**src/rtl/led_frame_pkg.sv**
```systemverilog
// Shared definitions for the LED matrix serial load path.
// The serializer, the matrix driver and the frame-store block all use these.
package led_frame_pkg;

  localparam int NBITS_DEFAULT = 64;
  localparam int HALF_DEFAULT  = 2;

  typedef enum logic [2:0] {
    IDLE,
    LOW,
    HIGH,
    STRB,
    GAP
  } tx_state_t;

endpackage

```
**src/rtl/led_frame_phase_tick.sv**
```systemverilog
// Phase counter that marks the last dclk cycle of each HALF-cycle phase.
// The counter is held at zero while clear is high. It wraps to zero on tick,
// so every phase change starts a fresh count.
module led_frame_phase_tick #(
  parameter int HALF = 2
) (
  input  logic dclk,
  input  logic reset,
  input  logic clear,
  output logic tick
);

  localparam int PW = $clog2(HALF + 1);
  localparam logic [PW-1:0] PH_LAST = PW'(HALF - 1);

  logic [PW-1:0] ph;

  assign tick = (ph == PH_LAST);

  // Count dclk cycles within the current phase and restart on every phase boundary.
  always_ff @(posedge dclk) begin
    if (reset || clear || tick) begin
      ph <= '0;
    end else begin
      ph <= ph + PW'(1);
    end
  end

endmodule

```
**src/rtl/led_frame_serializer.sv**
```systemverilog
// Host-side transmitter for the LED matrix serial load protocol.
// Accepts one frame per valid/ready handshake and shifts it out MSB first on
// ser_dat/ser_clk. It then pulses ser_strobe so the driver latches its chain.
// Every output is a register, and ser_dat only moves while ser_clk is low.
module led_frame_serializer
  import led_frame_pkg::*;
#(
  parameter int NBITS = NBITS_DEFAULT,
  parameter int HALF  = HALF_DEFAULT
) (
  input  logic             dclk,
  input  logic             reset,
  input  logic [NBITS-1:0] frame_data,
  input  logic             frame_valid,
  output logic             frame_ready,
  output logic             done,
  output logic             ser_dat,
  output logic             ser_clk,
  output logic             ser_strobe
);

  localparam int BW = (NBITS > 1) ? $clog2(NBITS) : 1;
  localparam logic [BW-1:0] LAST_BIT = BW'(NBITS - 1);

  tx_state_t        state;
  tx_state_t        state_next;
  logic [NBITS-1:0] shreg;
  logic [NBITS-1:0] shreg_next;
  logic [BW-1:0]    bitcnt;
  logic [BW-1:0]    bitcnt_next;
  logic             ready_next;
  logic             done_next;
  logic             dat_next;
  logic             clk_next;
  logic             strobe_next;
  logic             tick;
  logic             phase_clear;
  logic             accept;

  assign accept      = frame_valid && frame_ready;
  assign phase_clear = (state == IDLE);

  led_frame_phase_tick #(
    .HALF(HALF)
  ) u_phase (
    .dclk (dclk),
    .reset(reset),
    .clear(phase_clear),
    .tick (tick)
  );

  // State register.
  always_ff @(posedge dclk) begin
    if (reset) begin
      state <= IDLE;
    end else begin
      state <= state_next;
    end
  end

  // Next state and next values of the shift register, the bit counter and the
  // serial outputs. Outputs hold their value unless a phase ends.
  always_comb begin
    state_next  = state;
    shreg_next  = shreg;
    bitcnt_next = bitcnt;
    ready_next  = frame_ready;
    done_next   = 1'b0;
    dat_next    = ser_dat;
    clk_next    = ser_clk;
    strobe_next = ser_strobe;

    case (state)
      IDLE: begin
        if (accept) begin
          shreg_next  = frame_data;
          dat_next    = frame_data[NBITS-1];
          bitcnt_next = '0;
          ready_next  = 1'b0;
          state_next  = LOW;
        end
      end

      LOW: begin
        if (tick) begin
          clk_next   = 1'b1;
          state_next = HIGH;
        end
      end

      HIGH: begin
        if (tick) begin
          clk_next = 1'b0;
          if (bitcnt == LAST_BIT) begin
            dat_next    = 1'b0;
            strobe_next = 1'b1;
            state_next  = STRB;
          end else begin
            // Rotating instead of shifting keeps every shreg bit in use. The
            // bit that wraps into the bottom position is never transmitted.
            shreg_next  = {shreg[NBITS-2:0], shreg[NBITS-1]};
            dat_next    = shreg[NBITS-2];
            bitcnt_next = bitcnt + BW'(1);
            state_next  = LOW;
          end
        end
      end

      STRB: begin
        if (tick) begin
          strobe_next = 1'b0;
          state_next  = GAP;
        end
      end

      GAP: begin
        if (tick) begin
          done_next  = 1'b1;
          ready_next = 1'b1;
          state_next = IDLE;
        end
      end

      default: begin
        state_next = IDLE;
      end
    endcase
  end

  // Datapath and output registers. Reset drops any frame in flight.
  always_ff @(posedge dclk) begin
    if (reset) begin
      shreg       <= '0;
      bitcnt      <= '0;
      frame_ready <= 1'b1;
      done        <= 1'b0;
      ser_dat     <= 1'b0;
      ser_clk     <= 1'b0;
      ser_strobe  <= 1'b0;
    end else begin
      shreg       <= shreg_next;
      bitcnt      <= bitcnt_next;
      frame_ready <= ready_next;
      done        <= done_next;
      ser_dat     <= dat_next;
      ser_clk     <= clk_next;
      ser_strobe  <= strobe_next;
    end
  end

endmodule

```
**config.mk**
```make
export PLATFORM = sky130hd
export DESIGN_NAME = led_frame_serializer
export DESIGN_NICKNAME = d
export VERILOG_FILES = /design/src/rtl/led_frame_pkg.sv /design/src/rtl/led_frame_phase_tick.sv /design/src/rtl/led_frame_serializer.sv
export SDC_FILE = /design/constraint.sdc
export NUM_CORES = 1
export LEC_CHECK = 0
export BUFFER_PORTS_ARGS = -buffer_cell sky130_fd_sc_hd__buf_4
export CAP_MARGIN = 40
export CELL_PAD_IN_SITES_DETAIL_PLACEMENT = 1
export CELL_PAD_IN_SITES_GLOBAL_PLACEMENT = 1
export CORE_UTILIZATION = 40
export DETAILED_ROUTE_END_ITERATION = 8
export GPL_TIMING_DRIVEN = 0
export PLACE_DENSITY_LB_ADDON = 0.1
export SLEW_MARGIN = 30
export SYNTH_ARGS = -nofsm -noshare
export SYNTH_HDL_FRONTEND = slang
export SYNTH_HIERARCHICAL = 1
export SYNTH_SLANG_ARGS = --single-unit
```
**constraint.sdc**
```tcl
create_clock -name dclk -period 4.1 [get_ports dclk]
set_clock_uncertainty 0.2 [all_clocks]
set_input_delay 0.82 -clock dclk [delete_from_list [all_inputs] [get_ports dclk]]
set_output_delay 0.82 -clock dclk [all_outputs]
set_load 0.01 [all_outputs]
```
==> results by group <==
Clock tree
  – # resized after CTS: 0
  – Insertion delay to the later sink of the worst-skew pair: 0.35 ns
  – Clock tree from TritonCTS: yes
  – Number of clock sinks seen by CTS: 80
  – Number of buffers inserted by hold repair at cts: 0
  – Post-CTS Repair Setup Buffers: 0
  – Root Buffer: clkbuf_8
  – Clock edge transition at the registers on the reported setup and hold paths: approximately 0.08 ns
  – Maximum buffer depth of the clock tree: 2
  – Clock buffer count from CTS: 9
  – H-tree depth reported by CTS: 3

Final layout
  – Area used by multi-input combinational logic: 2050 µm²
  – Fin nets: 534
  – Final antenna diode count: 0
  – Area delta synth->final: 21.6%
  – Final core area utilization: 50.9%
  – Layout cell share with drive strength beyond 1: 32.2%
  – Count of filler cells inserted in the layout: between 1000 and 1500
  – Sequential cell area: 1600 µm²

Routing
  – Detail Route Antenna Nets: 0
  – WL final: just under 10000 µm
  – DR DRC count: 0
  – Wire length per cell: roughly 16 µm
  – Detailed Routing Iterations Pass 1: 4
  – Via-to-Cell Ratio: 5.43
  – 1st-iter DRT viols: about 100
  – Total vias in the final route: 3247

Place
  – Placer Congestion: 0.738
  – Post-detail-place hpwl: approximately 7000 µm
  – Port Buffer Count: 71

Timing
  – Period Utilization, post-route: between 50% and 60%
  – Clock period minus final worst setup slack: 2.45 ns
  – Highest clock frequency the design can meet: 408 MHz
  – Count of final hold-check violations: 0
  – Setup Total Neg Slack: 0 ns
  – Slew Viols, Final: 0
  – Slew @ Worst Pin: 0.692 ns
  – Setup repair after global routing missed its margin: no
  – Final setup vio count: 0
  – Worst slew slack as a fraction of its limit: a little over half

Yosys
  – Post-Synth XOR/XNOR Area: 0%
  – Portion of the post-synthesis area used by sequential elements: roughly 41%
  – Async set-reset flop share out of synthesis: 0%
  – Net count of the mapped netlist: 452
  – Post-synthesis share of cell area spent on full adders, half adders and majority gates: 0.638%
  – Flip-flop cell with the highest count after synthesis: dfxtp_1
  – Average instance area after synthesis: 10.2 µm²
  – Largest family of logic cells by synthesized area: compound AO/OA/AOI/OAI gates
  – Number of warning messages in the yosys log: 6
  – Post-synthesis instance area: 3920 µm²
  – Post-Synthesis Cells: 383
  – Flip-flop and latch count after synthesis: 80
  – Share of cell area taken by muxes after synthesis: 16.6%
  – Simple-gate area share of the yosys netlist: 6.89%
  – Synth Area in Compound Gates: between 20 and 30%
  – Number of enable-type register cells in the synthesized netlist: 0
  – Number of distinct library cell variants in the gate-level netlist after synthesis: 41

Critical path
  – Type of element launching the critical path: input pin
  – Kind of capture point of the worst setup path: flip-flop
  – Category of cells accounting for the largest share of critical-path delay: buffers and inverters
  – Length in cells of the worst reg-to-reg path: 7
  – Worst Path Arrival: approximately 2.5 ns
  – Required time at the endpoint of the critical path: 4.11 ns
  – Worst reg-to-reg setup slack: 1.85 ns
  – Critical Path Fanout Max: 10
  – Worst Setup Path Type: input pin to flip-flop
  – Most common cell type on the critical path: clkbuf_1
  – Worst r2r src: bitcnt[0]
  – Peak per-stage delay on the critical path: ~0.59 ns
  – Reg-to-Reg End: shreg[2]
  – Standard cell with the maximum stage delay on the critical path: clkbuf_1
  – Critical path cell sequence: buf_4, clkbuf_1, clkbuf_1, clkbuf_1, a211oi_1
  – Crit path buffers/inverters: 4

Power
  – Total power: 1.71 mW
  – Cell area power density: 358 nW/µm²
  – Leakage power: 1.68 nW
  – Max IR drop VDD: 0.167 mV

Floorplan
  – Core footprint: 9370 µm²
  – Site row count: 35
  – Chip Height: 101 µm
  – I/O Pins: 72
  – Die Wd: 101 µm
  – Full die area: 10200 µm²
  – Initial cell density of the core: 41.8%

Min path
  – Hold path start: u_phase/ph[0]
  – Hold/Removal Path Class: flip-flop to flip-flop
  – Hold depth: 1
  – Hold Path End: u_phase/ph[0]

Global route
  – First-pass GRT wire length: 16000 µm
  – Via count of the first global-routing pass: 3222
  – Maximum number of pins on one net before global-route repair: 13
  – Global route overflow: 0
  – Initial antenna violation count: 0
  – GR Util All Layers: 20.3%

Run
  – Maximum Capacitance Violations: 0

Run status
  – Result of the run: completed
-- cell families after synthesis --
group / count (synthesis)
muxes: 65
buffers and inverters: 43
AOI/OAI and AO/OA: 150
and+or+nand+nor: 43
adders and majority gates: 2
DFF: 80
-- Yosys cell counts, types with 2 or more instances --
cell      count  area, µm²
nor4_2        2       25.0
buf_2        11       55.1
mux2i_1      64        641
clkbuf_4      2       15.0
a21o_1        3       22.5
a211oi_2     30        375
nor3b_1       2       15.0
a31oi_1       5       31.3
o21ai_0       3       15.0
ha_1          2       25.0
a21oi_1      68        340
a211oi_1     34        255
buf_6         7       78.8
inv_1         2       7.51
buf_4         5       37.5
dfxtp_1      80       1600
nor3_1        3       15.0
nand3_1       3       15.0
nand2b_1      5       31.3
clkbuf_1     15       56.3
nor2_1        6       22.5
nand2_1       9       33.8
nand3b_1      4       30.0
-- flip-flops by register name, indices dropped and copies added, names as in the netlist --
register / count
bitcnt: 6
done: 1
frame_ready: 1
ser_clk: 1
ser_dat: 1
ser_strobe: 1
shreg: 64
state: 3
u_phase/ph: 2
-- worst max path at each step --
| stage | start | end | slack, ns | depth (start not counted) |
|---|---|---|---|---|
| floorplan | reset | shreg[46] | 1.98 | 4 |
| global placement | reset | shreg[2] | 1.28 | 5 |
| detailed placement | reset | shreg[0] | 1.27 | 5 |
| CTS | reset | shreg[1] | 1.62 | 5 |
| global route | reset | shreg[1] | 1.51 | 5 |
| finish | reset | shreg[2] | 1.65 | 5 |
-- per-layer routing --
metal | vias up | wire, µm | share of wire (%) | track usage, %
li1 | 1608 | - | - | -
met1 | 1575 | 4770 | 49 | 27.1
met2 | 52 | 4600 | 47 | 33.2
met3 | 12 | 264 | 2.7 | 3.19
met4 | 0 | 134 | 1.4 | 7.02
met5 | - | 0 | 0 | 0
-- placed cells by master, fill, tap and decap left out, types with 3 or more instances in the layout --
cell type,instances
clkbuf_8,9
nand2_1,9
a211oi_2,30
nand3b_1,4
a211oi_1,34
a21o_1,3
nand2b_1,5
nand3_1,3
buf_6,7
buf_2,11
a31oi_1,5
nor3_1,3
nor2_1,6
buf_4,76
mux2i_1,64
clkinv_2,5
clkbuf_1,16
a21oi_1,68
o21ai_0,3
dfxtp_1,80
-- per-stage QoR --
step                std cells  instance area [µm²]  hold slack, ns  worst slack [ns]
floorplan                 383                 3920           0.209              1.98
global route              598                 4770           0.253              1.51
detailed placement        583                 4620           0.227              1.27
finish                    598                 4770           0.233              1.65
global placement          583                 4620           0.218              1.28
CTS                       598                 4770           0.239              1.62
-- where the power goes --
group          internal, mW  leakage, nW  switching, mW  total [mW]
clock                 0.212       0.0854          0.282       0.494
combinational         0.159        0.940          0.169       0.328
sequential            0.846        0.658         0.0375       0.883
total                  1.22         1.68          0.488        1.71
-- area by class of cell --
class                           count  share of cell area, %
Tap cell                          129                   3.38
Sequential cell                    80                   33.6
Timing Repair Buffer               71                   11.2
Multi-Input combinational cell    260                   43.1
Buffer                             41                   5.41
Clock inverter                      5                  0.525
Clock buffer                       10                   2.68
Inverter                            2                  0.157
Note: power is estimated with default switching activity, not from simulation.
